[src/rtl/multicycle_control_fsm.sv]
// Multi-cycle control unit: sequences each instruction through IF/ID/EXE/MEM/WB and drives datapath strobes.
// Optional retired-instruction counter output InsCount when INSN_COUNT_EN is defined.
module multicycle_control_fsm #(
    parameter int OP_W    = 6,
    parameter int ALUOP_W = 3
) (
    input  logic               CLK,
    input  logic               Reset,
    input  logic [OP_W-1:0]    Opcode,
    input  logic               zero,
    output logic               PCWre,
    output logic               IRWre,
    output logic               InsMemRW,
    output logic               ALUSrcA,
    output logic               ALUSrcB,
    output logic               DBDataSrc,
    output logic               RegWre,
    output logic               WrRegDSrc,
    output logic [1:0]         RegDst,
    output logic               RD,
    output logic               WR,
    output logic               ExtSel,
    output logic [1:0]         PCSrc,
    output logic [ALUOP_W-1:0] ALUOp,
`ifdef INSN_COUNT_EN
    output logic [31:0]        InsCount,
`endif
    output logic [2:0]         State
);
    typedef enum logic [2:0] {
        S_IF = 3'b000, S_ID = 3'b001, S_EXE_LS = 3'b010, S_MEM = 3'b011,
        S_WB_LD = 3'b100, S_EXE_BR = 3'b101, S_EXE_AL = 3'b110, S_WB_AL = 3'b111
    } state_t;

    localparam logic [ALUOP_W-1:0] ALU_ADD = 3'b000, ALU_SUB = 3'b001, ALU_SLL = 3'b010,
                                   ALU_OR  = 3'b011, ALU_AND = 3'b100, ALU_SLT = 3'b101,
                                   ALU_XOR = 3'b110;

    state_t r_state, w_next;

    logic w_rtype, w_itype, w_lw, w_sw, w_beq, w_bne, w_j, w_jr, w_jal, w_halt, w_nop;
    logic w_srca, w_srcb, w_zext;
    logic [ALUOP_W-1:0] w_aluop;

    always_comb begin
        w_rtype = 1'b0; w_itype = 1'b0; w_lw = 1'b0; w_sw = 1'b0;
        w_beq = 1'b0; w_bne = 1'b0; w_j = 1'b0; w_jr = 1'b0; w_jal = 1'b0;
        w_halt = 1'b0; w_nop = 1'b0;
        w_srca = 1'b0; w_srcb = 1'b0; w_zext = 1'b0; w_aluop = ALU_ADD;
        case (Opcode)
            6'b000000: w_rtype = 1'b1;
            6'b000001: begin w_rtype = 1'b1; w_aluop = ALU_SUB; end
            6'b000010: begin w_itype = 1'b1; w_srcb = 1'b1; end
            6'b010000: begin w_rtype = 1'b1; w_aluop = ALU_AND; end
            6'b010001: begin w_itype = 1'b1; w_srcb = 1'b1; w_zext = 1'b1; w_aluop = ALU_AND; end
            6'b010010: begin w_itype = 1'b1; w_srcb = 1'b1; w_zext = 1'b1; w_aluop = ALU_OR; end
            6'b010011: begin w_itype = 1'b1; w_srcb = 1'b1; w_zext = 1'b1; w_aluop = ALU_XOR; end
            6'b010100: begin w_rtype = 1'b1; w_aluop = ALU_OR; end
            6'b011000: begin w_rtype = 1'b1; w_srca = 1'b1; w_aluop = ALU_SLL; end
            6'b100110: begin w_rtype = 1'b1; w_aluop = ALU_SLT; end
            6'b100111: begin w_itype = 1'b1; w_srcb = 1'b1; w_aluop = ALU_SLT; end
            6'b110000: begin w_sw = 1'b1; w_srcb = 1'b1; end
            6'b110001: begin w_lw = 1'b1; w_srcb = 1'b1; end
            6'b110100: begin w_beq = 1'b1; w_aluop = ALU_SUB; end
            6'b110101: begin w_bne = 1'b1; w_aluop = ALU_SUB; end
            6'b111000: w_j    = 1'b1;
            6'b111001: w_jr   = 1'b1;
            6'b111010: w_jal  = 1'b1;
            6'b111111: w_halt = 1'b1;
            default:   w_nop  = 1'b1;
        endcase
    end

    always_ff @(posedge CLK or posedge Reset) begin
        if (Reset) r_state <= S_IF;
        else       r_state <= w_next;
    end

    always_comb begin
        w_next = r_state;
        case (r_state)
            S_IF:     w_next = S_ID;
            S_ID: begin
                if (w_halt)                w_next = S_ID;
                else if (w_rtype|w_itype)  w_next = S_EXE_AL;
                else if (w_lw | w_sw)      w_next = S_EXE_LS;
                else if (w_beq | w_bne)    w_next = S_EXE_BR;
                else                       w_next = S_IF;
            end
            S_EXE_LS: w_next = S_MEM;
            S_MEM:    w_next = w_lw ? S_WB_LD : S_IF;
            S_WB_LD:  w_next = S_IF;
            S_EXE_BR: w_next = S_IF;
            S_EXE_AL: w_next = S_WB_AL;
            S_WB_AL:  w_next = S_IF;
            default:  w_next = S_IF;
        endcase
    end

    always_comb begin
        PCWre = 1'b0; IRWre = 1'b0; InsMemRW = 1'b1; ALUSrcA = 1'b0; ALUSrcB = 1'b0;
        DBDataSrc = 1'b0; RegWre = 1'b0; WrRegDSrc = 1'b1; RegDst = 2'b00;
        RD = 1'b0; WR = 1'b0; ExtSel = 1'b1; PCSrc = 2'b00; ALUOp = ALU_ADD;
        // IR holds the previous instruction during IF, so datapath selects stay neutral there
        if (r_state != S_IF) begin
            ALUSrcA = w_srca;
            ALUSrcB = w_srcb;
            ExtSel  = ~w_zext;
            ALUOp   = w_aluop;
        end
        case (r_state)
            S_IF: IRWre = 1'b1;
            S_ID: begin
                if (w_j | w_jr | w_jal | w_nop) PCWre = 1'b1;
                if (w_j | w_jal) PCSrc = 2'b11;
                if (w_jr)        PCSrc = 2'b10;
                if (w_jal) begin
                    RegWre    = 1'b1;
                    RegDst    = 2'b00;
                    WrRegDSrc = 1'b0;
                end
            end
            S_EXE_BR: begin
                PCWre = 1'b1;
                if ((w_beq & zero) | (w_bne & ~zero)) PCSrc = 2'b01;
            end
            S_MEM: begin
                if (w_lw) begin RD = 1'b1; DBDataSrc = 1'b1; end
                if (w_sw) begin WR = 1'b1; PCWre = 1'b1; end
            end
            S_WB_LD: begin
                RegWre = 1'b1; RegDst = 2'b01; DBDataSrc = 1'b1; PCWre = 1'b1;
            end
            S_WB_AL: begin
                RegWre = 1'b1; RegDst = w_rtype ? 2'b10 : 2'b01; PCWre = 1'b1;
            end
            default: ;
        endcase
    end

    assign State = r_state;

`ifdef INSN_COUNT_EN
    logic [31:0] r_ins_count;
    always_ff @(posedge CLK or posedge Reset) begin
        if (Reset)      r_ins_count <= 32'd0;
        else if (PCWre) r_ins_count <= r_ins_count + 32'd1;
    end
    assign InsCount = r_ins_count;
`endif
endmodule

[config.mk]
export PLATFORM = sky130hd
export DESIGN_NAME = multicycle_control_fsm
export DESIGN_NICKNAME = d
export VERILOG_FILES = /design/src/rtl/multicycle_control_fsm.sv
export SDC_FILE = /design/constraint.sdc
export NUM_CORES = 1
export LEC_CHECK = 0
export CAP_MARGIN = 10
export CORE_MARGIN = 2
export CORE_UTILIZATION = 35
export CTS_BUF_LIST = sky130_fd_sc_hd__clkbuf_4 sky130_fd_sc_hd__clkbuf_8
export DETAILED_ROUTE_END_ITERATION = 10
export GPL_TIMING_DRIVEN = 0
export PLACE_DENSITY = 0.76
export SETUP_SLACK_MARGIN = 0.02
export SYNTH_ARGS = -nofsm -noshare
export SYNTH_HDL_FRONTEND = slang
export SYNTH_SLANG_ARGS = --single-unit
[constraint.sdc]
create_clock -name CLK -period 2.3 [get_ports CLK]
set_input_delay 0.575 -clock CLK [delete_from_list [all_inputs] [get_ports CLK]]
set_output_delay 0.575 -clock CLK [all_outputs]
set_load 0.05 [all_outputs]
==> flow_results.org <==
** STA
- The smallest clock period supported by the final layout is computed as ~2.4 ns.
- Summed over all failing endpoints, the final setup total negative slack is -0.617 ns.
- Final slew viol count :: 0
- Final critical-path share of the clock period :: 1.05
- The number of hold-slack violations in the final timing report came to 0.
- Derived from the worst setup path, the maximum achievable clock frequency is about 0.41 GHz.
- PnR worst setup slack :: -0.123 ns
- Number of setup violations in the final report :: 8
- Setup repair after global routing could not meet its margin everywhere.
- Clk_skew :: 0.00101 ns

** Pwr
- In this run the static leakage power is ~0.00063 uW.
- For this design the total switching power over the nets is a little under 700 uW.
- Part of the total power dissipated in the clock network :: 0.082
- Worst supply voltage drop on vdd :: 0.700 mV
- Power share of the sequential group :: 0.093
- The share of total power dissipated in combinational logic is 0.826.
- Fraction of power spent switching nets :: 0.548
- The internal power of the cells totals ~570 uW.
- For this design the ratio of total power to cell area is 788 nW/um2.

** Place
- Placed wire-length estimate after detailed placement :: about 2000 um
- Once placement finished, the instance area stood at 1240 um2.
- Timing analysis after detailed placement gives a worst setup slack of -1.22 ns.
- The count of buffers added on input and output ports is 26.
- At the end of routability-driven placement, the weighted congestion stood at 0.827.

** Flow run
- Across the run, the number of max-cap violations was 0.

** Status
- Outcome :: finished, violations left
- The final reports fail on setup timing.

** Logic synthesis
- Summing every instance area after synthesis gives ~790 um2.
- Number of storage elements in the synthesis netlist :: 3
- Sequential element share of the synthesized area :: 0.0952
- Number of standard cells after synthesis :: between 100 and 150
- Total of warnings raised by yosys :: 0
- Number of different library cells in the post-synthesis netlist :: 42
- The number of nets in the synthesized netlist is roughly 130.
- Synthesized area per cell :: between 6 and 7 um2

** Floorplan
- In this run the count of I/O pins placed on the die edge is 30.
- Placement row count :: 17
- The die is just over 50 um wide.
- Effective utilization at floorplan :: 0.363
- In this run the vertical extent of the chip is ~51 um.
- The total area inside the core boundary comes to 2170 um2.
- Die outline area :: between 2000 and 3000 um2

** Layout
- The library cell used most frequently in the layout, excluding fill and tap cells, is sky130_fd_sc_hd__buf_6.
- Of the cells placed in the final design, the portion with a size suffix greater than 1 is 0.623.
- The register with the most flip-flops in the layout has 3 of them.
- Post-route design area :: between 1500 and 2000 um2
- Total of fill cells in the finished design :: between 150 and 200
- 0 antenna diodes ended up in the layout.
- From synthesis to final layout, the design area changed by 104%.
- Net count of the finished layout :: 177
- Registers take 78.8 um2.
- Multi-input gate area in the final layout :: just over 900 um2
- In the layout the commonest cells are 20 x sky130_fd_sc_hd__buf_6, 18 x sky130_fd_sc_hd__buf_4, 6 x sky130_fd_sc_hd__clkbuf_4, 6 x sky130_fd_sc_hd__a21oi_1.

** Worst setup path
- Reg2Reg Setup Slack :: 0.55 ns
- The largest single stage delay on the critical path is approximately 0.40 ns.
- Sequence of cells on the critical path :: buf_6 > or3b_4 > nor3_4 > a22oi_2 > o31ai_4 > buf_6
- At the worst endpoint, the arrival time is ~1.9 ns.
- STA classifies the critical path startpoint as a register.
- Critical Path Most Common Cell :: sky130_fd_sc_hd__buf_6
- Along the worst path, the maximum fanout reaches 4.
- Category of the worst setup path capture point :: output pin
- The setup path with the least slack is of type register to output pin.
- The slowest stage of the critical path is the sky130_fd_sc_hd__dfrtp_2 cell.
- Data required time of the critical path :: between 1.5 and 2 ns

** CTS
- Clock-pin slew was measured on the worst setup and hold paths at ~0.04 ns.
- CTS hold repair buffers :: 0
- CTS built an H-tree with a depth of 1.
- The clock passes through at most 2 buffers.
- TritonCTS sink count :: 3
- In this run, CTS created clock tree buffers numbering 3.
- Source-to-sink clock delay at the later pin of the worst-skew pair :: approximately 0.23 ns
- Clock tree root buffer cell :: sky130_fd_sc_hd__clkbuf_4
- CTS tree :: done

** Global routing
- First-pass GRT wire length :: 4840 um
- The initial antenna violation count came to 0.
- Vias in the first global route :: between 1000 and 1500
- Overflow left after global routing :: 0
- Maximum number of pins on one net before global-route repair :: 11
- Global router's overall resource usage :: 0.237

** Routing
- After detailed routing, the number of remaining DRC violations is 0.
- Violation count after the first detailed-routing iteration :: 32
- Dividing the detail-routed via count by the number of cells gives between 5 and 6.
- Vias :: 1149
- The detail route stage leaves a number of antenna-violating nets equal to 0.
- In the final routed layout, each cell accounts on average for between 15 and 20 um.
- Router iterations before antenna repair :: 6
- Total wirelength of the detailed-routed design :: 3330 um

** Hold path
- The worst hold path belongs to the class input pin to async pin.
[cell type report]
cell class	instances	share of cell area
multi-input cells	99	0.562
repair buffers	42	0.246
plain buffers	14	0.0908
flip-flops and latches	3	0.0489
well taps	28	0.0217
clock buffers	4	0.0186
inverters	5	0.0116
[metrics by stage]
step | std cells | hold slack (ns) | power, uW | utilization
after floorplan | 122 | 0.329 | 754 | -
after global placement | 176 | 0.742 | 967 | 0.571
after detailed placement | 176 | 0.752 | 977 | 0.571
after CTS | 193 | 0.517 | 1220 | 0.693
after global routing | 195 | 0.539 | 1330 | 0.743
final | 195 | 0.515 | 1270 | 0.743
[critical path: cells and delay by family (launching register included)]
family	cells	cell delay, ns
AOI/OAI and AO/OA	2	0.22
buffers and inverters	2	0.31
DFF	1	0.40
and+or+nand+nor	2	0.68
[synth_stat cells]
cell / number / share of area
sky130_fd_sc_hd__a31oi_1: 3 / 0.024
sky130_fd_sc_hd__dfrtp_1: 3 / 0.095
sky130_fd_sc_hd__or4b_1: 1 / 0.013
sky130_fd_sc_hd__nor2b_1: 5 / 0.040
sky130_fd_sc_hd__a21bo_2: 1 / 0.013
sky130_fd_sc_hd__nor3_1: 6 / 0.038
sky130_fd_sc_hd__or2b_1: 1 / 0.0095
sky130_fd_sc_hd__buf_4: 2 / 0.019
sky130_fd_sc_hd__o21ai_0: 6 / 0.038
sky130_fd_sc_hd__clkbuf_1: 2 / 0.0095
sky130_fd_sc_hd__xor2_1: 1 / 0.011
sky130_fd_sc_hd__buf_2: 9 / 0.057
sky130_fd_sc_hd__a2111oi_2: 1 / 0.019
sky130_fd_sc_hd__nand2b_1: 5 / 0.040
sky130_fd_sc_hd__o22ai_1: 2 / 0.016
sky130_fd_sc_hd__conb_1: 1 / 0.0048
sky130_fd_sc_hd__xnor2_1: 1 / 0.011
sky130_fd_sc_hd__inv_1: 5 / 0.024
sky130_fd_sc_hd__nor4_1: 2 / 0.016
sky130_fd_sc_hd__or4_1: 3 / 0.029
sky130_fd_sc_hd__or3b_1: 1 / 0.011
sky130_fd_sc_hd__a22oi_1: 1 / 0.0095
sky130_fd_sc_hd__a41o_1: 1 / 0.013
sky130_fd_sc_hd__nor3_2: 1 / 0.013
sky130_fd_sc_hd__a21o_1: 1 / 0.0095
sky130_fd_sc_hd__o311ai_0: 1 / 0.011
sky130_fd_sc_hd__a21oi_1: 11 / 0.070
sky130_fd_sc_hd__o211ai_1: 1 / 0.0095
sky130_fd_sc_hd__nor2_1: 12 / 0.057
sky130_fd_sc_hd__o31ai_1: 3 / 0.029
sky130_fd_sc_hd__and2_1: 2 / 0.016
sky130_fd_sc_hd__nand3_1: 6 / 0.038
sky130_fd_sc_hd__and4bb_2: 1 / 0.016
sky130_fd_sc_hd__a211oi_1: 4 / 0.038
sky130_fd_sc_hd__buf_6: 2 / 0.029
sky130_fd_sc_hd__nand2_1: 6 / 0.029
sky130_fd_sc_hd__o21a_1: 1 / 0.0095
sky130_fd_sc_hd__nor3b_1: 1 / 0.0095
sky130_fd_sc_hd__or3b_4: 1 / 0.014
sky130_fd_sc_hd__nand3b_1: 1 / 0.0095
sky130_fd_sc_hd__nand4_1: 2 / 0.016
sky130_fd_sc_hd__a21boi_0: 2 / 0.019
[worst paths after layout]
| kind | startpoint | end | depth (start not counted) |
|---|---|---|---|
| worst min register to register | State[0] | State[2] | 3 |
| max in group asynchronous | Reset | State[2] | 2 |
| worst min-delay path | Reset | State[0] | 2 |
| worst max register to register | State[1] | State[2] | 5 |
| min in group CLK | State[0] | State[2] | 3 |
| worst max-delay path | State[1] | PCWre | 6 |
[routing by layer]
metal	track usage	vias to the layer above	part of all wire
met5	0	-	0
met3	0.0322	8	0.069
met2	0.442	58	0.53
met1	0.272	541	0.39
li1	-	542	-
met4	0.0833	0	0.016
[cell families (layout without fill, tap and decap cells)]
logic type | after synthesis | in the layout | share of synthesized area
AO/OA/AOI/OAI | 39 | 39 | 0.327
XOR/XNOR | 2 | 2 | 0.0222
buffers and inverters | 20 | 65 | 0.138
flip-flops | 3 | 3 | 0.0952
other | 1 | 1 | 0.00476
AND/OR/NAND/NOR | 57 | 57 | 0.413
[repair_timing]
action | in CTS | in global routing
buffers inserted | 13 | 2
pin swaps | 12 | 7
endpoints found under the setup margin | 17 | 15
gates cloned | 1 | 0
gates resized for setup | 163 | 24
[power groups by stage]
| stage | Sequential (uW) | Combinational [uW] | Clock (uW) |
|---|---|---|---|
| after floorplan | 195 | 559 | 0 |
| after global placement | 116 | 852 | 0 |
| after detailed placement | 118 | 859 | 0 |
| after CTS | 117 | 1000 | 105 |
| after global routing | 120 | 1100 | 109 |
| final | 118 | 1050 | 104 |
(Power assumes the default switching activity.)
